[config.mk]
export PLATFORM = sky130hd
export DESIGN_NAME = mem_stage_flat
export DESIGN_NICKNAME = d
export VERILOG_FILES = /design/src/rtl/mem_stage_if.sv /design/src/rtl/mem_stage.sv /design/src/flat_wrapper.sv
export SDC_FILE = /design/constraint.sdc
export NUM_CORES = 1
export LEC_CHECK = 0
export ABC_AREA = 1
export ABC_CLOCK_PERIOD_IN_PS = 1600
export CAP_MARGIN = 20
export CORE_MARGIN = 2
export CORE_UTILIZATION = 39
export DETAILED_ROUTE_END_ITERATION = 10
export GPL_TIMING_DRIVEN = 0
export HOLD_SLACK_MARGIN = 0.02
export PLACE_DENSITY = 0.89
export SETUP_SLACK_MARGIN = 0.2
export SYNTH_ARGS = -nofsm -noshare
export SYNTH_HDL_FRONTEND = slang
export SYNTH_SLANG_ARGS = --single-unit
[constraint.sdc]
create_clock -name clk -period 1.6 [get_ports clk]
set_clock_uncertainty 0.2 [all_clocks]
set_input_delay 0.4 -clock clk [delete_from_list [all_inputs] [get_ports clk]]
set_output_delay 0.4 -clock clk [all_outputs]
set_load 0.1 [all_outputs]
[src/rtl/mem_stage_if.sv]
// Data-memory request/acknowledge bus between the MEM stage and the data memory.
// Latency: none, plain wires.
// Backpressure: the master holds req and its payload until ack, or until it drops the access on timeout.
interface mem_stage_if;
    logic        req;
    logic        we;
    logic [31:0] addr;
    logic [3:0]  be;
    logic [31:0] wdata;
    logic        ack;
    logic [31:0] rdata;

    modport master (
        output req, we, addr, be, wdata,
        input  ack, rdata
    );

    modport slave (
        input  req, we, addr, be, wdata,
        output ack, rdata
    );
endinterface

[src/rtl/mem_stage.sv]
// MEM stage: EX/MEM register, data-memory req/ack access with timeout, MEM/WB register and forwarding taps; MEM_SUBWORD_EN adds byte/half accesses.
// Latency: non-memory op 1 cycle EX/MEM->MEM/WB; load/store 1 cycle plus the cycles spent waiting for dmem ack.
// Backpressure: mem_stall (combinational) freezes PC, IF/ID and ID/EX while an access waits for ack; abort after TIMEOUT_CYCLES-1 wait cycles.
module mem_stage #(
    parameter int TIMEOUT_CYCLES = 16
) (
    input  logic        clk,
    input  logic        reset,
    input  logic        ex_valid,
    input  logic [31:0] ex_ALUout,
    input  logic [31:0] ex_RegB,
    input  logic        ex_MemRead,
    input  logic        ex_MemWrite,
    input  logic [1:0]  ex_MemSize,
    input  logic        ex_MemSigned,
    input  logic        ex_RegWrite,
    input  logic [4:0]  ex_WriteAddr,
    output logic        mem_stall,
    output logic [31:0] ALUout_EX_MEM_out,
    output logic        RegWrite_EX_MEM,
    output logic [4:0]  WriteAddr_EX_MEM,
    mem_stage_if.master dmem,
    output logic        wb_valid,
    output logic        wb_RegWrite,
    output logic [4:0]  wb_WriteAddr,
    output logic [31:0] ALU_out_MEM_WB_out,
    output logic        mem_err
);
    localparam int CW = $clog2(TIMEOUT_CYCLES);

    typedef struct packed {
        logic        valid;
        logic [31:0] alu;
        logic [31:0] regb;
        logic        rd;
        logic        wr;
`ifdef MEM_SUBWORD_EN
        logic [1:0]  size;
        logic        sgn;
`endif
        logic        rw;
        logic [4:0]  wa;
    } exmem_t;

    typedef enum logic [0:0] {IDLE, ACCESS} state_t;

    exmem_t          exmem;
    state_t          state;
    logic [CW-1:0]   cnt;

    logic            memop;
    logic            misaligned;
    logic            bad_align;
    logic            access;
    logic            abort;
    logic [3:0]      be;
    logic [31:0]     wdata;
    logic [31:0]     addr;
    logic [31:0]     load_data;

    // A real load or store sits in EX/MEM; a misaligned one never reaches the bus.
    assign memop     = exmem.valid & (exmem.rd | exmem.wr);
    assign bad_align = memop & misaligned;
    assign access    = memop & ~misaligned;
    assign abort     = access & (state == ACCESS) & ~dmem.ack
                     & (cnt == CW'(TIMEOUT_CYCLES - 1));
    assign mem_stall = access & ~dmem.ack & ~abort;

    // Request payload comes straight from EX/MEM, so it stays stable while held.
    assign dmem.req   = access;
    assign dmem.we    = exmem.wr & ~exmem.rd;
    assign dmem.addr  = addr;
    assign dmem.be    = be;
    assign dmem.wdata = wdata;

    assign ALUout_EX_MEM_out = exmem.alu;
    assign RegWrite_EX_MEM   = exmem.valid & exmem.rw;
    assign WriteAddr_EX_MEM  = exmem.wa;

`ifdef MEM_SUBWORD_EN
    logic [7:0]  ld_byte;
    logic [15:0] ld_half;

    // Lane enables, replicated store data and alignment check from size and low address bits.
    always_comb begin
        be         = 4'hF;
        wdata      = exmem.regb;
        misaligned = 1'b0;
        case (exmem.size)
            2'b00: begin
                be    = 4'b0001 << exmem.alu[1:0];
                wdata = {4{exmem.regb[7:0]}};
            end
            2'b01: begin
                be         = exmem.alu[1] ? 4'b1100 : 4'b0011;
                wdata      = {2{exmem.regb[15:0]}};
                misaligned = exmem.alu[0];
            end
            default: misaligned = (exmem.alu[1:0] != 2'b00);
        endcase
    end

    // Pick the addressed lane of the read data and sign/zero-extend it.
    always_comb begin
        case (exmem.alu[1:0])
            2'd0:    ld_byte = dmem.rdata[7:0];
            2'd1:    ld_byte = dmem.rdata[15:8];
            2'd2:    ld_byte = dmem.rdata[23:16];
            default: ld_byte = dmem.rdata[31:24];
        endcase
        ld_half = exmem.alu[1] ? dmem.rdata[31:16] : dmem.rdata[15:0];
        case (exmem.size)
            2'b00:   load_data = {{24{exmem.sgn & ld_byte[7]}}, ld_byte};
            2'b01:   load_data = {{16{exmem.sgn & ld_half[15]}}, ld_half};
            default: load_data = dmem.rdata;
        endcase
    end

    assign addr = exmem.alu;
`else
    logic unused_cfg;

    assign be         = 4'hF;
    assign wdata      = exmem.regb;
    assign misaligned = 1'b0;
    assign load_data  = dmem.rdata;
    assign addr       = {exmem.alu[31:2], 2'b00};
    assign unused_cfg = ^{ex_MemSize, ex_MemSigned};
`endif

    // EX/MEM register: accept the EX instruction unless the current access is still waiting.
    always_ff @(posedge clk or negedge reset) begin
        if (!reset) begin
            exmem <= '0;
        end else if (!mem_stall) begin
            exmem.valid <= ex_valid;
            exmem.alu   <= ex_ALUout;
            exmem.regb  <= ex_RegB;
            exmem.rd    <= ex_MemRead;
            exmem.wr    <= ex_MemWrite;
`ifdef MEM_SUBWORD_EN
            exmem.size  <= ex_MemSize;
            exmem.sgn   <= ex_MemSigned;
`endif
            exmem.rw    <= ex_RegWrite;
            exmem.wa    <= ex_WriteAddr;
        end
    end

    // Access FSM: counts wait cycles after the first unacknowledged request cycle.
    always_ff @(posedge clk or negedge reset) begin
        if (!reset) begin
            state <= IDLE;
            cnt   <= '0;
        end else begin
            case (state)
                IDLE: begin
                    if (access && !dmem.ack) begin
                        state <= ACCESS;
                        cnt   <= CW'(1);
                    end
                end
                default: begin
                    if (!access || dmem.ack || abort) begin
                        state <= IDLE;
                        cnt   <= '0;
                    end else begin
                        cnt <= cnt + 1'b1;
                    end
                end
            endcase
        end
    end

    // MEM/WB register: retire on completion, insert a bubble (keeping data) while stalled.
    always_ff @(posedge clk or negedge reset) begin
        if (!reset) begin
            wb_valid           <= 1'b0;
            wb_RegWrite        <= 1'b0;
            wb_WriteAddr       <= '0;
            ALU_out_MEM_WB_out <= '0;
        end else if (!mem_stall) begin
            wb_valid           <= exmem.valid;
            wb_RegWrite        <= exmem.valid & exmem.rw & ~abort & ~bad_align;
            wb_WriteAddr       <= exmem.wa;
            ALU_out_MEM_WB_out <= (memop & exmem.rd) ? load_data : exmem.alu;
        end else begin
            wb_valid    <= 1'b0;
            wb_RegWrite <= 1'b0;
        end
    end

    // Sticky error flag: set by a timed-out or misaligned access, cleared only by reset.
    always_ff @(posedge clk or negedge reset) begin
        if (!reset) begin
            mem_err <= 1'b0;
        end else if (abort || bad_align) begin
            mem_err <= 1'b1;
        end
    end
endmodule

[src/flat_wrapper.sv]
// flat-port wrapper written by rule: the top's interface ports become plain ports
module mem_stage_flat 
#(
    parameter int TIMEOUT_CYCLES = 16
)
  (clk, reset, ex_valid, ex_ALUout, ex_RegB, ex_MemRead, ex_MemWrite, ex_MemSize, ex_MemSigned, ex_RegWrite, ex_WriteAddr, mem_stall, ALUout_EX_MEM_out, RegWrite_EX_MEM, WriteAddr_EX_MEM, wb_valid, wb_RegWrite, wb_WriteAddr, ALU_out_MEM_WB_out, mem_err, dmem_req, dmem_we, dmem_addr, dmem_be, dmem_wdata, dmem_ack, dmem_rdata);
  mem_stage_if dmem_i ();
  input  logic clk;
  input  logic reset;
  input  logic ex_valid;
  input  logic [31:0] ex_ALUout;
  input  logic [31:0] ex_RegB;
  input  logic ex_MemRead;
  input  logic ex_MemWrite;
  input  logic [1:0] ex_MemSize;
  input  logic ex_MemSigned;
  input  logic ex_RegWrite;
  input  logic [4:0] ex_WriteAddr;
  output logic mem_stall;
  output logic [31:0] ALUout_EX_MEM_out;
  output logic RegWrite_EX_MEM;
  output logic [4:0] WriteAddr_EX_MEM;
  output logic wb_valid;
  output logic wb_RegWrite;
  output logic [4:0] wb_WriteAddr;
  output logic [31:0] ALU_out_MEM_WB_out;
  output logic mem_err;
  output wire logic [$bits(dmem_i.req)-1:0] dmem_req;
  output wire logic [$bits(dmem_i.we)-1:0] dmem_we;
  output wire logic [$bits(dmem_i.addr)-1:0] dmem_addr;
  output wire logic [$bits(dmem_i.be)-1:0] dmem_be;
  output wire logic [$bits(dmem_i.wdata)-1:0] dmem_wdata;
  input wire logic [$bits(dmem_i.ack)-1:0] dmem_ack;
  input wire logic [$bits(dmem_i.rdata)-1:0] dmem_rdata;
  assign dmem_req = dmem_i.req;
  assign dmem_we = dmem_i.we;
  assign dmem_addr = dmem_i.addr;
  assign dmem_be = dmem_i.be;
  assign dmem_wdata = dmem_i.wdata;
  assign dmem_i.ack = dmem_ack;
  assign dmem_i.rdata = dmem_rdata;
  mem_stage #(.TIMEOUT_CYCLES(TIMEOUT_CYCLES)) u_core (.clk(clk), .reset(reset), .ex_valid(ex_valid), .ex_ALUout(ex_ALUout), .ex_RegB(ex_RegB), .ex_MemRead(ex_MemRead), .ex_MemWrite(ex_MemWrite), .ex_MemSize(ex_MemSize), .ex_MemSigned(ex_MemSigned), .ex_RegWrite(ex_RegWrite), .ex_WriteAddr(ex_WriteAddr), .mem_stall(mem_stall), .ALUout_EX_MEM_out(ALUout_EX_MEM_out), .RegWrite_EX_MEM(RegWrite_EX_MEM), .WriteAddr_EX_MEM(WriteAddr_EX_MEM), .dmem(dmem_i), .wb_valid(wb_valid), .wb_RegWrite(wb_RegWrite), .wb_WriteAddr(wb_WriteAddr), .ALU_out_MEM_WB_out(ALU_out_MEM_WB_out), .mem_err(mem_err));
endmodule
== Word level (Yosys, flattened, before mapping) ==
Cells that the tools add are included.

* Flip-flop bits (word level): 118
* Bits of input ports: 111
* Output and inout port bits: 149
* Logic and storage cells: 45

* $add $sub $neg: 1
* Eq/ne operators: 1
* Muxes and demuxes: 9
* Bitwise gates (word level): 14
* Reduce and logical (&&, ||, !) cells: 6

{| class="wikitable"
|+ Operators by type and width
! operator !! number
|-
| $mux 32 || 1
|-
| $mux 4 || 3
|-
| $and 1x1->1 || 10
|-
| $mux 1 || 5
|-
| $add 4x1->4 const B || 1
|-
| $eq 4x4->1 const B || 1
|-
| $not 1->1 || 3
|-
| $logic_not 1->1 || 2
|-
| $logic_or 1x1->1 || 2
|-
| $reduce_bool 2->1 || 1
|-
| $logic_and 1x1->1 || 1
|-
| $or 1x1->1 || 1
|}

== Longest topological paths before layout ==
Gate-level depths: netlist (run 1).

* Word-level depth: 8
* Gate-level depth with buffers: 10
* Mapped depth without buffers: 7

== Worst setup path before layout (run 1) ==
Ideal clock, no wire load.

* Path kind: reg2out
* From: reg u_core.exmem[7] (netlist name)
* To: out dmem_we
* Arrival time: 1.972 ns
* Data required time: 1.000 ns
* Setup slack: -0.972 ns
* Cell stages (with the launch flop): 4
* Path buffers: 2
* Path through: dfrtp_1 > buf_4 > clkbuf_1 > nor2_1

* Word-level cells in the longest chain between the ends: 2

{| class="wikitable"
|+ RTL lines
! what !! RTL line !! source
|-
| start: declaration || mem_stage.sv:47 || <nowiki>exmem_t exmem;</nowiki>
|-
| $not 1->1 || mem_stage.sv:71 || <nowiki>assign dmem.we = exmem.wr & ~exmem.rd;</nowiki>
|-
| $and 1x1->1 || mem_stage.sv:71 ||
|-
| end: declaration || flat_wrapper.sv:29 || <nowiki>output wire logic [$bits(dmem_i.we)-1:0] dmem_we;</nowiki>
|}

Every way passes these cells.

== Worst setup path in the final report (run 1) ==
* From: reg u_core.cnt[0]
* To: reg u_core.exmem, in the netlist u_core.WriteAddr_EX_MEM[4]

* Word-level cells in the longest chain between the ends: 4

{| class="wikitable"
|+ RTL lines
! what !! RTL line !! source
|-
| start: declaration || mem_stage.sv:49 || <nowiki>logic [CW-1:0] cnt;</nowiki>
|-
| start signal: assignment || mem_stage.sv:168 || <nowiki>cnt <= cnt + 1'b1;</nowiki>
|-
| $eq 4x4->1 || mem_stage.sv:66 || <nowiki>& (cnt == CW'(TIMEOUT_CYCLES - 1));</nowiki>
|-
| $and 1x1->1 || mem_stage.sv:66 ||
|-
| $not 1->1 || mem_stage.sv:67 || <nowiki>assign mem_stall = access & ~dmem.ack & ~abort;</nowiki>
|-
| $and 1x1->1 || mem_stage.sv:67 ||
|}

Every way passes these cells.
A chain may end at the register's enable or synchronous reset.

==> flow_summary.ini, run 1 <==
[die]
ios = 260
die_area_um2 = 16790
die-width_um = 129.6
initial_utilization_pct = 40.16
die_y_um = 129.6
rows = 45
coreArea_um2 = 15310

[synthesis]
synthCells = 750
synth.distinct_cells = 19
synth_compound_area_share_pct = 0.2441
yosysTopAreaCell = dfrtp_1
async_flop_share_pct = 100.0
synth_top_family_by_area = simple AND/OR/NAND/NOR gates
ys_top_cells_by_area = dfrtp_1 48%, nand2_1 18%, buf_4 15%
ys_warn_count = 0
seq_area_frac_synth_pct = 48.01
ys.flop_type = dfrtp_1
syn_area_per_cell_um2 = 8.201
synth_top_area_share_pct = 48.01
synthXorXnorAreaFrac_pct = 0
synth_most_common_cell = nand2_1
synthAdderAreaFrac_pct = 0.2034
synthMuxAreaShare_pct = 0
synth_area_um2 = 6151
synthSimpleGateAreaFrac_pct = 32.53
synth_common_cells = 297 x nand2_1, 124 x buf_4, 118 x dfrtp_1, 103 x nand3_1, 33 x nand4_1
synth_edf_count = 0
ys_ff_latch = 118

[grt]
grt_pass1_wl_um = 44160
grt_antenna_before_repair = 1
grt_pass1_vias = 7902
grt_max_degree = 63
overflow = 0
grtUsageTotal_pct = 35.15

[critical_path]
r2r_cells = 15
regToRegStartpoint = u_core.cnt[0]$_DFFE_PN0P_
ff2ff_setup_slack_ns = -0.79
critical_path_class = register to register
critPathMaxFanout = 8
end_kind = register
startpoint_type = register
r2r_end = u_core.WriteAddr_EX_MEM[4]$_DFFE_PN0N_
critPathArrivalTime_ns = 2.48
required_ns = 1.70

[worst_hold_path]
hold_path.class = primary input to async pin

[routing]
viasPerCell = 5.758
post-route-drc-count = 0
wl_um = 37210
post_drt_wl_per_cell_um = 26.56
drt_iter0_drc = 828
first_pass_iters = 6
drtAntennaViolNets = 0
vias = 8067

[timing]
max_freq_mhz = 419.2
timing.final.crit_share_pct = 149.1
rsz0062_at_grt = yes
holdWs_ns = -0.2619
timing.final.max_slew_violations = 0
setup_ws_ns = -0.7855
setup-violations-final = 255
maxSlewHeadroom_pct = 61.09
layout_min_cycle_time_ns = 2.385
worst_slew_pin_slew_ns = 0.5837
hold_viol_final = 56

[pwr]
irDropWorstVdd_mv = 0.8220
powerDensity_nw_per_um2 = 1292
power_leakage_nw = 6.889

[flow_run]
maxCapViolations = 0

[clock_network]
cts_max_path_buffers = 2
htree_levels = 4
cts_buffers = 17
clkLatencyLatePin_ns = 0.43
tritoncts = done
cts.clk_slew.worst_paths_ns = 0.06
clkSinkCount = 118
ctsRootBufferMaster = clkbuf_16

[cells_and_area]
drive_above_1_share_pct = 62.69
antenna_cells = 0
final_nets = 1289
fin_cells = 1401
fill_cells = 444
final_util_pct = 93.07
area_delta_synth_final_pct = 131.7

[placement]
post-dp-hpwl_um = 14310
gp_congestion = 0.8621
port_buffers = 250
dp.cells = 1216

[outcome]
violations = negative hold slack, negative setup slack
status = complete, but fails checks
[cells by family (layout without fill, tap and decap cells)]
group	count (synthesis)	in the layout
AOI/OAI and AO/OA	3	3
adders and majority gates	1	1
buffers and inverters	173	609
DFF	118	118
other	2	6
and+or+nand+nor	453	453
[registers in the layout, summed over array words and instances (netlist names)]
signal and cells:
u_core.wb_WriteAddr 5, u_core.cnt 4, u_core.exmem 4, u_core.wb_valid 1, u_core.dmem.wdata 32, u_core.ALUout_EX_MEM_out 32, u_core.state 1, u_core.wb_RegWrite 1
u_core.ALU_out_MEM_WB_out 32, u_core.WriteAddr_EX_MEM 5, u_core.mem_err 1
[where the power goes]
part,internal (mW),leakage (nW),switching [mW]
clock network,2.81,0.316,1.52
logic,3.96,5.21,6.13
registers,3.45,1.37,0.548
[worst max-delay path by stage]
stage | from | to | slack, ns | cells past startpoint
4_1_cts | u_core.cnt[0]$_DFFE_PN0P_ | mem_stall | -0.69 | 8
6_report | u_core.cnt[0]$_DFFE_PN0P_ | u_core.WriteAddr_EX_MEM[4]$_DFFE_PN0N_ | -0.79 | 15
2_1_floorplan | u_core.cnt[0]$_DFFE_PN0P_ | mem_stall | -0.43 | 7
3_5_place_dp | dmem_ack | mem_stall | -1.62 | 8
5_1_grt | u_core.cnt[0]$_DFFE_PN0P_ | u_core.WriteAddr_EX_MEM[4]$_DFFE_PN0N_ | -0.83 | 15
3_3_place_gp | reset | u_core.wb_WriteAddr[2]$_DFFE_PN0N_ | -5.25 | 1
[routing by layer]
metal	vias up	global-route usage [%]	part of all wire, %
li1	3145	-	-
met1	3913	37.17	32
met2	729	61.63	48
met3	278	10.61	11
met4	2	21.06	8.4
met5	-	0	0.035
[what timing repair did]
action / CTS / global route
endpoints found under the setup margin: 260 / 260
hold endpoints to repair: 56 / 56
gates resized for setup: 1485 / 220
pin swaps: 6 / 21
buffers inserted: 91 / 46
gates cloned: 11 / 5
[layout make-up]
cell class                      instances  area [um^2]  share of cell area (%)
Clock inverter                          8        142.6                   1.001
Tap cell                              211        264.0                   1.852
Sequential cell                       118         3010                   21.12
Inverter                               18        83.83                  0.5881
Multi-Input combinational cell        463         3034                   21.29
Buffer                                155         1809                   12.69
Timing Repair Buffer                  404         5408                   37.94
Clock buffer                           24        501.7                   3.520
[metrics by stage]
| stage | power, mW | TNS, ns | setup WS [ns] | cell area (um^2) | hold slack, ns |
|---|---|---|---|---|---|
| 6_report | 18.42 | -85.45 | -0.7855 | 14250 | -0.2619 |
| 5_1_grt | 18.77 | -91.98 | -0.8273 | 14250 | -0.2211 |
| 4_1_cts | 17.05 | -59.16 | -0.6906 | 13040 | -0.2346 |
| 3_5_place_dp | 10.55 | -129.84 | -1.621 | 9370 | 0.2012 |
| 3_3_place_gp | 10.47 | -712.33 | -5.252 | 9341 | 0.2739 |
| 2_1_floorplan | 8.861 | -1.718 | -0.4281 | 6575 | -0.09559 |
[placed cells by master (no fill, tap or decap), drive strengths merged]
cell,instances
buf,432
bufinv,4
clkbuf,45
clkdlybuf4s50,106
clkinv,3
clkinvlp,4
conb,6
dfrtp,118
ha,1
inv,15
nand2,300
nand3,114
nand4,33
nor2,6
o21ai,3
[critical path: stages (launching register included)]
cell and delay, ns:
dfrtp_1 0.39, ha_2 0.21, nand2_4 0.08, nor2_4 0.05, nand2_4 0.07, nand2_4 0.07, buf_12 0.13, buf_4 0.13
buf_6 0.10, buf_6 0.10, buf_6 0.11, buf_8 0.13, buf_16 0.16, buf_12 0.16, nand2_2 0.06, nand2_1 0.08
(Power assumes the default switching activity.)
==> run 2: changes to the inputs <==
- ABC_CLOCK_PERIOD_IN_PS: 1600 -> not set
- GPL_TIMING_DRIVEN: 0 -> not set
- REMOVE_ABC_BUFFERS: not set -> 1
==> flow_summary.ini, run 2 (synthesis results as in run 1) <==
[outcome]
status = complete, but fails checks
violations = negative setup slack

[routing]
vias = 5955
first_pass_iters = 5
post_drt_wl_per_cell_um = 19.13
drtAntennaViolNets = 0
drt_iter0_drc = 366
viasPerCell = 5.059
post-route-drc-count = 0
wl_um = 22520

[die]
initial_utilization_pct = 40.16
die_area_um2 = 16790
rows = 45
die-width_um = 129.6
ios = 260
coreArea_um2 = 15310
die_y_um = 129.6

[pwr]
power_leakage_nw = 5.519
p_int_mw = 9.202
irDropWorstVdd_mv = 0.7674
p_sw_mw = 6.986
seqPwrFrac_pct = 24.9
switching_share_pct = 43.16
powerDensity_nw_per_um2 = 1442
power.total_mw = 16.19
pwr-share-comb_pct = 48.7
clock_power_share_pct = 26.4

[cells_and_area]
drive_above_1_share_pct = 34.37
layout_common_cells = 279 x nand2_1, 154 x buf_12, 106 x clkdlybuf4s50_1
fill_cells = 980
area_delta_synth_final_pct = 82.47
final_common_cell = nand2_1
antenna_cells = 0
final_nets = 1065
finalInstanceArea_um2 = 11220

[placement]
post-dp-hpwl_um = 13710
port_buffers = 250
place_area_um2 = 9663
gp_congestion = 0.8464

[grt]
overflow = 0
grt_antenna_before_repair = 1
grt_max_degree = 68
grt_pass1_vias = 5948
grt_util_met1_pct = 27.93
grtUsageMet2_pct = 42.99
grtUsageTotal_pct = 24.54
top_usage_layer = met2
grt_pass1_wl_um = 31480
use_met3_pct = 7.225

[timing]
holdWs_ns = 0.1658
tns_ns = -26.51
timing.final.crit_share_pct = 132.9
timing.final.max_slew_violations = 0
max_freq_mhz = 470.3
hold_viol_final = 0
setup-violations-final = 228
setup_ws_ns = -0.5264
layout_min_cycle_time_ns = 2.126
rsz0062_at_grt = yes

[clock_network]
clkSinkCount = 118
tritoncts = done
ctsRootBufferMaster = clkbuf_16
cts_max_path_buffers = 2
cts_buffers = 17
cts.clk_slew.worst_paths_ns = 0.05
clkLatencyLatePin_ns = 0.41
htree_levels = 4

[critical_path]
startpoint_type = register
end_kind = output pin
critPathArrivalTime_ns = 1.53
critPathMaxFanout = 2
critical_path_class = register to output pin
required_ns = 1.00

[flow_run]
maxCapViolations = 0

[worst_hold_path]
hold_path.class = primary input to async pin
-- run 2: cell count changes in the layout (fill, tap and decap cells not counted), sizes merged --
cell | previous run | this run
buf | 432 | 217
bufinv | 4 | 5
clkbuf | 45 | 35
clkinvlp | 4 | 1
dlygate4sd3 | 0 | 1
inv | 15 | 17
-- run 2: power by group through the flow --
stage | Clock (mW) | Sequential, mW | Combinational [mW]
detailed placement | 0 | 4.06 | 7.38
global route | 4.47 | 4.08 | 8.12
CTS | 4.31 | 4.02 | 7.58
floorplan | 0 | 7.33 | 0.824
finish | 4.28 | 4.03 | 7.88
global placement | 0 | 4.02 | 7.29
-- run 2: layout make-up --
cell class / count / area (um^2) / area share (%)
multi-input cells: 463 / 2162 / 19.26
flip-flops and latches: 118 / 2993 / 26.67
inverters: 18 / 73.82 / 0.6577
clock inverters: 8 / 167.7 / 1.494
well taps: 211 / 264.0 / 2.352
repair buffers: 335 / 5071 / 45.18
clock buffers: 24 / 491.7 / 4.381
-- run 2: metal layers --
layer	vias to the layer above	wire length (um)
met5	-	8
met4	2	714
met3	55	1830
met2	320	11680
met1	2884	8284
li1	2694	-
-- run 2: repair_timing --
action                                 CTS  global route
endpoints found under the hold margin  118             0
hold buffers                             1             0
setup buffers                           15            18
gates cloned                             3            14
pin swaps                                2             8
resized for setup                       53            42
setup endpoints to repair              258           260
-- run 2: worst max-delay path: stages, from the launching register on --
cell and delay [ns]:
dfrtp_1 0.39, ha_4 0.16, nand2_4 0.05, nor2_4 0.15
nand2_4 0.08, nand2_4 0.08, inv_4 0.04, buf_12 0.15
-- run 2: worst paths after layout --
kind | from | endpoint | slack [ns] | depth (start not counted)
worst max register to register | u_core.cnt[0]$_DFFE_PN0P_ | u_core.ALU_out_MEM_WB_out[5]$_DFFE_PN0N_ | -0.27 | 11
max in group asynchronous | reset | u_core.ALUout_EX_MEM_out[4]$_DFFE_PN0N_ | 0.49 | 3
min in group clk | ex_ALUout[16] | u_core.ALUout_EX_MEM_out[16]$_DFFE_PN0N_ | 0.32 | 3
worst min-delay path | reset | u_core.ALU_out_MEM_WB_out[13]$_DFFE_PN0N_ | 0.17 | 2
worst max-delay path | u_core.cnt[1]$_DFFE_PN0P_ | mem_stall | -0.53 | 7
worst min register to register | u_core.WriteAddr_EX_MEM[4]$_DFFE_PN0N_ | u_core.wb_WriteAddr[4]$_DFFE_PN0N_ | 0.37 | 2
-- run 2: per-stage QoR --
step	worst slack, ns	util, %	std cells
after detailed placement	-0.4544	63.10	1094
after global placement	-0.4691	63.10	1094
after global routing	-0.5923	73.28	1177
after floorplan	-3.436	-	599
final	-0.5264	73.28	1177
after CTS	-0.5542	69.49	1145
==> run 3: changes to the inputs <==
- CELL_PAD_IN_SITES_DETAIL_PLACEMENT: not set -> 1
- CELL_PAD_IN_SITES_GLOBAL_PLACEMENT: not set -> 1
- CORE_UTILIZATION: 39 -> 28
- PLACE_DENSITY: 0.89 -> 0.9
==> flow_summary.ini, run 3 (synthesis results as in run 1) <==
[die]
initial_utilization_pct = 28.36
die_area_um2 = 23170
rows = 54
die-width_um = 152.2
ios = 260
die_y_um = 152.2
coreArea_um2 = 21690

[grt]
grt_util_met1_pct = 27.11
top_usage_layer = met2
use_met3_pct = 5.830
grtUsageTotal_pct = 25.18
grt_antenna_before_repair = 0
grt_max_degree = 66
overflow = 0
grt_pass1_vias = 7429
grt_pass1_wl_um = 44620
grtUsageMet2_pct = 46.93

[cells_and_area]
final_common_cell = nand2_1
final_nets = 1195
regArea_um2 = 3000
area_delta_synth_final_pct = 115.3
fill_cells = 2173
antenna_cells = 0
layout_common_cells = 258 x nand2_1, 171 x buf_12, 148 x buf_4
drive_above_1_share_pct = 53.65
multi_input_area_um2 = 2805
final_util_pct = 61.06

[critical_path]
end_kind = output pin
regToRegStartpoint = u_core.cnt[1]$_DFFE_PN0P_
critPathArrivalTime_ns = 1.60
startpoint_type = register
critical_path_class = register to output pin
crit_path_start = u_core.cnt[1]$_DFFE_PN0P_
ff2ff_setup_slack_ns = -0.56
critPathMaxFanout = 2
required_ns = 1.00

[worst_hold_path]
hold_path.startpoint = ex_ALUout[13]
hold_path.class = primary input to register

[timing]
max_freq_mhz = 453.7
rsz0062_at_grt = yes
maxSlewHeadroom_pct = 50.32
hold_viol_final = 0
timing.final.max_slew_violations = 0
layout_min_cycle_time_ns = 2.204
worst_slew_pin_slew_ns = 0.7453
holdWs_ns = 0.3127
timing.final.crit_share_pct = 137.7
setup_ws_ns = -0.6039
setup-violations-final = 255

[flow_run]
maxCapViolations = 0

[clock_network]
clkSinkCount = 118
ctsRootBufferMaster = clkbuf_16
tritoncts = done
cts.clk_slew.worst_paths_ns = 0.06
clkLatencyLatePin_ns = 0.43
htree_levels = 4
cts_buffers = 17
cts_max_path_buffers = 2

[outcome]
status = complete, but fails checks
violations = negative setup slack

[routing]
first_pass_iters = 4
viasPerCell = 4.866
post-route-drc-count = 0
post_drt_wl_per_cell_um = 23.01
drt_iter0_drc = 226
drtAntennaViolNets = 0
wl_um = 31660
vias = 6696

[pwr]
powerDensity_nw_per_um2 = 1270
irDropWorstVdd_mv = 0.7194
power_leakage_nw = 6.379

[placement]
post-dp-hpwl_um = 16540
port_buffers = 250
gp_congestion = 0.7557
[run 3: cell count changes in the layout (fill, tap and decap cells not counted), sizes merged]
cell / delta
bufbuf: +2
clkinv: +2
clkbuf: -12
bufinv: -2
buf: +139
clkinvlp: +1
[run 3: final cells by class]
cell class	instances	share of cell area, %
Tap cell	280	2.646
Clock buffer	23	3.534
Inverter	18	0.6236
Timing Repair Buffer	465	48.41
Clock inverter	9	0.9448
Multi-Input combinational cell	463	21.18
Sequential cell	118	22.66
[run 3: timing repair]
item                                    in CTS  in global routing
pin swaps                                   61                 51
buffers inserted                            98                 55
hold endpoints to repair                   118                  0
resized for setup                          165                110
gates cloned                                21                  0
hold buffers                                 1                  0
endpoints found under the setup margin     260                260
[run 3: path summary, 6_finish.rpt]
check,endpoint,cells past startpoint
worst max-delay path,mem_stall,7
worst min-delay path,u_core.ALUout_EX_MEM_out[13]$_DFFE_PN0N_,3
worst max register to register,u_core.ALU_out_MEM_WB_out[28]$_DFFE_PN0N_,12
worst min register to register,u_core.mem_err$_DFFE_PN0P_,2
max in group asynchronous,u_core.exmem[72]$_DFFE_PN0N_,3
min in group asynchronous,u_core.dmem.wdata[29]$_DFFE_PN0N_,3
[run 3: routing by layer]
layer  up-vias  wire, um
li1       2961         -
met1      3414     11470
met2       254     17720
met3        67      1424
met4         0      1052
met5         -         0
[run 3: worst max-delay path, cell delays in order, from the launching register on]
cell,delay [ns]
dfrtp_1,0.38
ha_2,0.22
nand2_4,0.07
nor2_4,0.14
nand2_4,0.09
nand2_4,0.08
inv_4,0.04
buf_12,0.15
[run 3: through the flow]
stage / setup TNS (ns) / std cells / setup slack (ns) / instance area [um^2] / power (mW)
after floorplan: -312.31 / 599 / -3.436 / 5071 / 8.153
after CTS: -41.73 / 1321 / -0.5566 / 12350 / 16.25
after detailed placement: -41.07 / 1169 / -0.4583 / 9808 / 11.57
after global routing: -72.85 / 1376 / -0.6511 / 13240 / 17.30
after global placement: -37.77 / 1169 / -0.4480 / 9808 / 11.39
final: -62.77 / 1376 / -0.6039 / 13240 / 16.82
[run 3: where the power goes]
group / switching [mW] / internal (mW)
sequential: 0.611 / 3.43
combinational: 5.46 / 3.28
clock: 1.50 / 2.52
==> RTL change 1 (config.mk and constraints of run 2) <==
`TIMEOUT_CYCLES` is set to 16 in 2 places; all go to 8.
--- a/src/rtl/mem_stage.sv
+++ b/src/rtl/mem_stage.sv
@@ -3,5 +3,5 @@
 // Backpressure: mem_stall (combinational) freezes PC, IF/ID and ID/EX while an access waits for ack; abort after TIMEOUT_CYCLES-1 wait cycles.
 module mem_stage #(
-    parameter int TIMEOUT_CYCLES = 16
+    parameter int TIMEOUT_CYCLES = 8
 ) (
     input  logic        clk,
--- a/src/flat_wrapper.sv
+++ b/src/flat_wrapper.sv
@@ -2,5 +2,5 @@
 module mem_stage_flat 
 #(
-    parameter int TIMEOUT_CYCLES = 16
+    parameter int TIMEOUT_CYCLES = 8
 )
   (clk, reset, ex_valid, ex_ALUout, ex_RegB, ex_MemRead, ex_MemWrite, ex_MemSize, ex_MemSigned, ex_RegWrite, ex_WriteAddr, mem_stall, ALUout_EX_MEM_out, RegWrite_EX_MEM, WriteAddr_EX_MEM, wb_valid, wb_RegWrite, wb_WriteAddr, ALU_out_MEM_WB_out, mem_err, dmem_req, dmem_we, dmem_addr, dmem_be, dmem_wdata, dmem_ack, dmem_rdata);
Formal check against the unedited RTL: not equivalent (a bounded check fails within 10 cycles, from zero or initial values and one cycle with reset low).
==> RTL change 1 against run 2 <==
Cell area grew 8.2%. The run still ends with negative setup slack left. Count of clock-buffer cells in the layout shrank 2. Setup slack worse by 26 ps. Combinational power rose by 12%. Largest power group unchanged. Area after synthesis decreased by 5.6%. Synthesized cell count down 3.7%. Largest cell class unchanged. Maximum frequency fell by 1.2%. Via count up 6.9%. Routed wire length grew 19%. Power is 3.1% higher. Sequential cell count is 1 lower.
==> RTL change 1: results (changes against run 2) <==
| Metric | Value |
|---|---|
| Status | complete, but fails checks |
| Failing checks | negative setup slack |
| Total Neg Setup Slack | -52,260 ps (-25,760 ps) |
| H-tree depth | 4 (unchanged) |
| Worst Path Arrival | 1550 ps (+20 ps) |
| CTS clk-pin slew, worst paths | 60 ps |
| Final WL | 26,850 µm (+19%) |
| Setup violators final | 239 (+4.8%) |
| Pin count of the biggest net entering global routing | 62 (-8.8%) |
| Placed Area | 9378 µm² (-3.0%) |
| Top delay family on crit path | flip-flops |
| Drt pass-1 iters | 5 (unchanged) |
| Gp weighted congestion | 0.8008 (-5.4%) |
| Max incr delay on CP | 390 ps (about the same) |
| Distinct cells, synth | 21 (+2) |
| CP max stage cell | dfrtp_1 |
| Layout cells sized above 1 | 0.5418 (+0.1981) |
| Mean cell area of the mapped netlist | 8.044 µm² (-1.9%) |
| Number of synthesized flops with an enable pin | 0 (unchanged) |
| Post-synth top cells | nand2_1, buf_4, dfrtp_1 |
| CTS Buffer Depth | 2 (unchanged) |
| Hold Crit Class | in2reg |
| Antenna cells | 0 (unchanged) |
| Tot GR Track Use | 0.2894 (+0.04397) |
| Iter 0 DRT Violations | 568 (+55%) |
| Top_reg_cell synth | dfrtp_1 |
| Main area contributors after synthesis | dfrtp_1, nand2_1, buf_4 |
| Slew Limit Fails | 0 (unchanged) |
| Via count | 6,368 (+6.9%) |
| Worst-path fanout max | 2 (unchanged) |
| P_leak | 5.896 nW (+6.8%) |
| PortBufs | 250 (unchanged) |
| Worst ir drop on vdd | 0.8500 mV (+11%) |
| Final WS setup | -552.2 ps (-25.87 ps) |
| Root buf cell | clkbuf_16 |
| Post-Place Worst Slack | -454.7 ps (-0.2900 ps) |
| Total CTS buffers | 17 (unchanged) |
| Post-synthesis sequential area ratio | 0.5041 (+0.02403) |
| Worst setup SP type | flip-flop |
| Min-delay src | ex_ALUout[31] |
| First-pass GRT wire length | 35,240 µm (+12%) |
| Placed cells | 1,057 (-3.4%) |
| HPWL Detailed | 13,510 µm (-1.4%) |
| R2R Path Start | u_core.cnt[1] |
| Synth warn | 0 (unchanged) |
| Later-pin clock latency in the skew report | 410 ps (about the same) |
| Final non-filler cell total | 1,201 (+2.0%) |
| Initial antenna violation count | 1 (unchanged) |
| Number of global-route vias before repair | 6,469 (+8.8%) |
| Async SR Flop Fraction | 1.000 (unchanged) |
## RTL change 1: final timing paths
kind	to	slack, ps	cells past startpoint
setup / recovery	mem_stall	-550	4
hold / removal	u_core.ALUout_EX_MEM_out[31]	330	3
setup reg to reg	u_core.dmem.wdata[22]	-480	11
hold reg to reg	u_core.ALU_out_MEM_WB_out[8]	340	2
max in group asynchronous	u_core.ALUout_EX_MEM_out[26]	500	3
min in group asynchronous	u_core.wb_valid	360	3
## RTL change 1: metal layers
layer / track usage / vias up / part of all wire
met4: 0.1590 / 2 / 0.053
met3: 0.08921 / 120 / 0.085
met2: 0.5082 / 437 / 0.52
li1: - / 2690 / -
met1: 0.3098 / 3119 / 0.34
met5: 0 / - / 0.00071
## RTL change 1: cell families after synthesis
family          count (synthesis)  synth area share
flops                         117            0.5041
buf+inv                       154            0.1797
fa+ha+maj                       2          0.004308
compound gates                  6          0.007109
other cells                     2          0.001293
simple gates                  441            0.3035
## RTL change 1: area by class of cell
| class | instances | area, µm² |
|---|---|---|
| timing repair buffer | 403 | 5617 |
| sequential | 117 | 2969 |
| multi-input combinational | 455 | 2705 |
| fill | 694 | 2390 |
| clock buffer | 22 | 474.2 |
| tap | 184 | 230.2 |
| clock inverter | 9 | 102.6 |
| inverter | 11 | 46.29 |
## RTL change 1: report_power, final
group	leakage [nW]	switching, W	internal [W]
clock	0.278	0.00143	0.00240
sequential	1.38	0.000602	0.00341
combinational	4.24	0.00554	0.00331
## RTL change 1: timing repair
| action | CTS | global route |
|---|---|---|
| gates resized for setup | 135 | 213 |
| pin swaps | 11 | 145 |
| setup buffers | 68 | 29 |
| hold endpoints to repair | 117 | 0 |
| cloned | 11 | 4 |
| endpoints found under the setup margin | 258 | 259 |
| hold buffers | 1 | 0 |
==> RTL change 2 (flow settings as in run 2) <==
Made on the original files. Put one more register stage on the output `mem_err`, without a reset. The value now appears one clock later. The other outputs are not delayed to match.
--- a/src/rtl/mem_stage.sv
+++ b/src/rtl/mem_stage.sv
@@ -45,4 +45,6 @@
     typedef enum logic [0:0] {IDLE, ACCESS} state_t;
 
+    logic mem_err_s0;
+
     exmem_t          exmem;
     state_t          state;
@@ -194,9 +196,13 @@
     always_ff @(posedge clk or negedge reset) begin
         if (!reset) begin
-            mem_err <= 1'b0;
+            mem_err_s0 <= 1'b0;
         end else if (abort || bad_align) begin
-            mem_err <= 1'b1;
-        end
-    end
+            mem_err_s0 <= 1'b1;
+        end
+    end
+    always_ff @(posedge clk) begin
+        mem_err <= mem_err_s0;
+    end
+
 endmodule
 
Formal check against the unedited RTL: same outputs for any inputs over 10 cycles, from zero or initial values and one cycle with reset low; that may be too few to reach the edited logic, so the function may still have changed.
==> RTL change 2 against run 2 <==
The run still ends with negative setup slack left. First-iteration DRC count is 6.3% lower. Power rose by 1.9%. Utilization is 1.5 points higher. Area after synthesis up 0.33%. Setup slack worse by 29 ps. Cell area increased by 2.1%. Sequential cell count grew 1. Routed wire length rose by 1.8%. Maximum frequency decreased by 1.3%. Critical path type unchanged. Largest power group unchanged.
==> RTL change 2: results (changes against run 2) <==
| Metric | Value |
|---|---|
| P_leak | 5.677 nW (+2.9%) |
| Iter 0 DRT Violations | 343 (-6.3%) |
| Tot GR Track Use | 0.2556 (+0.01015) |
| Post-synthesis adder-cell area fraction | 0.002028 (-0.000006599) |
| Pin count of the biggest net entering global routing | 52 (-24%) |
| First-pass GRT wire length | 32,540 µm (+3.4%) |
| Post-Route M1 WL | 8527 µm (+2.9%) |
| NonClk Buf Share | 0.4624 (+0.01055) |
| Number of global-route vias before repair | 5,997 (+0.82%) |
| Setup violators final | 246 (+7.9%) |
| Top delay family on crit path | simple AND/OR/NAND/NOR gates |
| Post-synthesis sequential area ratio | 0.4818 (+0.001687) |
| Status | complete, but fails checks |
| Main area contributors after synthesis | dfrtp_1, nand2_1, buf_4 |
| Worst-path fanout max | 2 (unchanged) |
| Seq cells post-synth | 119 (+0.85%) |
| Final WS setup | -554.9 ps (-28.54 ps) |
| Post-Place Worst Slack | -502.2 ps (-47.78 ps) |
| WHS | 186.4 ps (+20.57 ps) |
| Async SR Flop Fraction | 0.9916 (-0.008403) |
| Placed Area | 9662 µm² (about the same) |
| Max incr delay on CP | 370 ps (-20 ps) |
| M1 GR Usage | 0.2899 (+0.01056) |
| Top Metal Used | met4 |
| Metal3 WL | 1754 µm (-4.2%) |
| P_int | 0.009420 W (+2.4%) |
| Multi-input gate area | 2150 µm² (-0.58%) |
| Worst Path Arrival | 1550 ps (+20 ps) |
| HPWL Detailed | 13,710 µm (about the same) |
| DR vias/cell | 5.050 (-0.18%) |
| Failing checks | negative setup slack |
| Fill cells | 942 (-3.9%) |
| Hold Crit Class | reg2reg |
| Synth Area in Compound Gates | 0.002433 (-0.000007919) |
| Net Switching | 0.007074 W (+1.3%) |
| Final WL | 22,930 µm (+1.8%) |
| Comb power frac | 0.495 (+0.008) |
| Layout cells sized above 1 | 0.3659 (+0.02222) |
| Post-Synth XOR/XNOR Area | 0 (unchanged) |
| Initial antenna violation count | 0 (-1) |
| Gp weighted congestion | 0.7854 (-7.2%) |
| Worst ir drop on vdd | 0.8630 mV (+12%) |
| Met2 routed WL | 11,970 µm (+2.5%) |
| Clkbuf count | 23 (-4.2%) |
| Total Neg Setup Slack | -27,250 ps (-740.7 ps) |
| Distinct cells, synth | 20 (+1) |
[RTL change 2: timing repair]
item	4_1_cts	5_1_grt
pin swaps	2	9
gates resized for setup	54	39
setup endpoints to repair	260	259
cloned	6	5
hold endpoints to repair	118	0
buffers inserted	30	49
hold buffers	1	0
[RTL change 2: final timing paths]
path,cells past startpoint,endpoint,start
max in group asynchronous,3,u_core.ALUout_EX_MEM_out[16],reset
hold reg to reg,0,u_core.mem_err,u_core.mem_err_s0
setup / recovery,7,mem_stall,u_core.cnt[0]
min in group asynchronous,2,u_core.cnt[2],reset
hold / removal,0,u_core.mem_err,u_core.mem_err_s0
setup reg to reg,9,u_core.ALUout_EX_MEM_out[21],u_core.cnt[0]
[RTL change 2: metrics by stage]
step / utilization / cells
finish: 0.7483 / 1214
global route: 0.7483 / 1214
CTS: 0.7081 / 1160
detailed placement: 0.6309 / 1092
global placement: 0.6309 / 1092
floorplan: - / 600
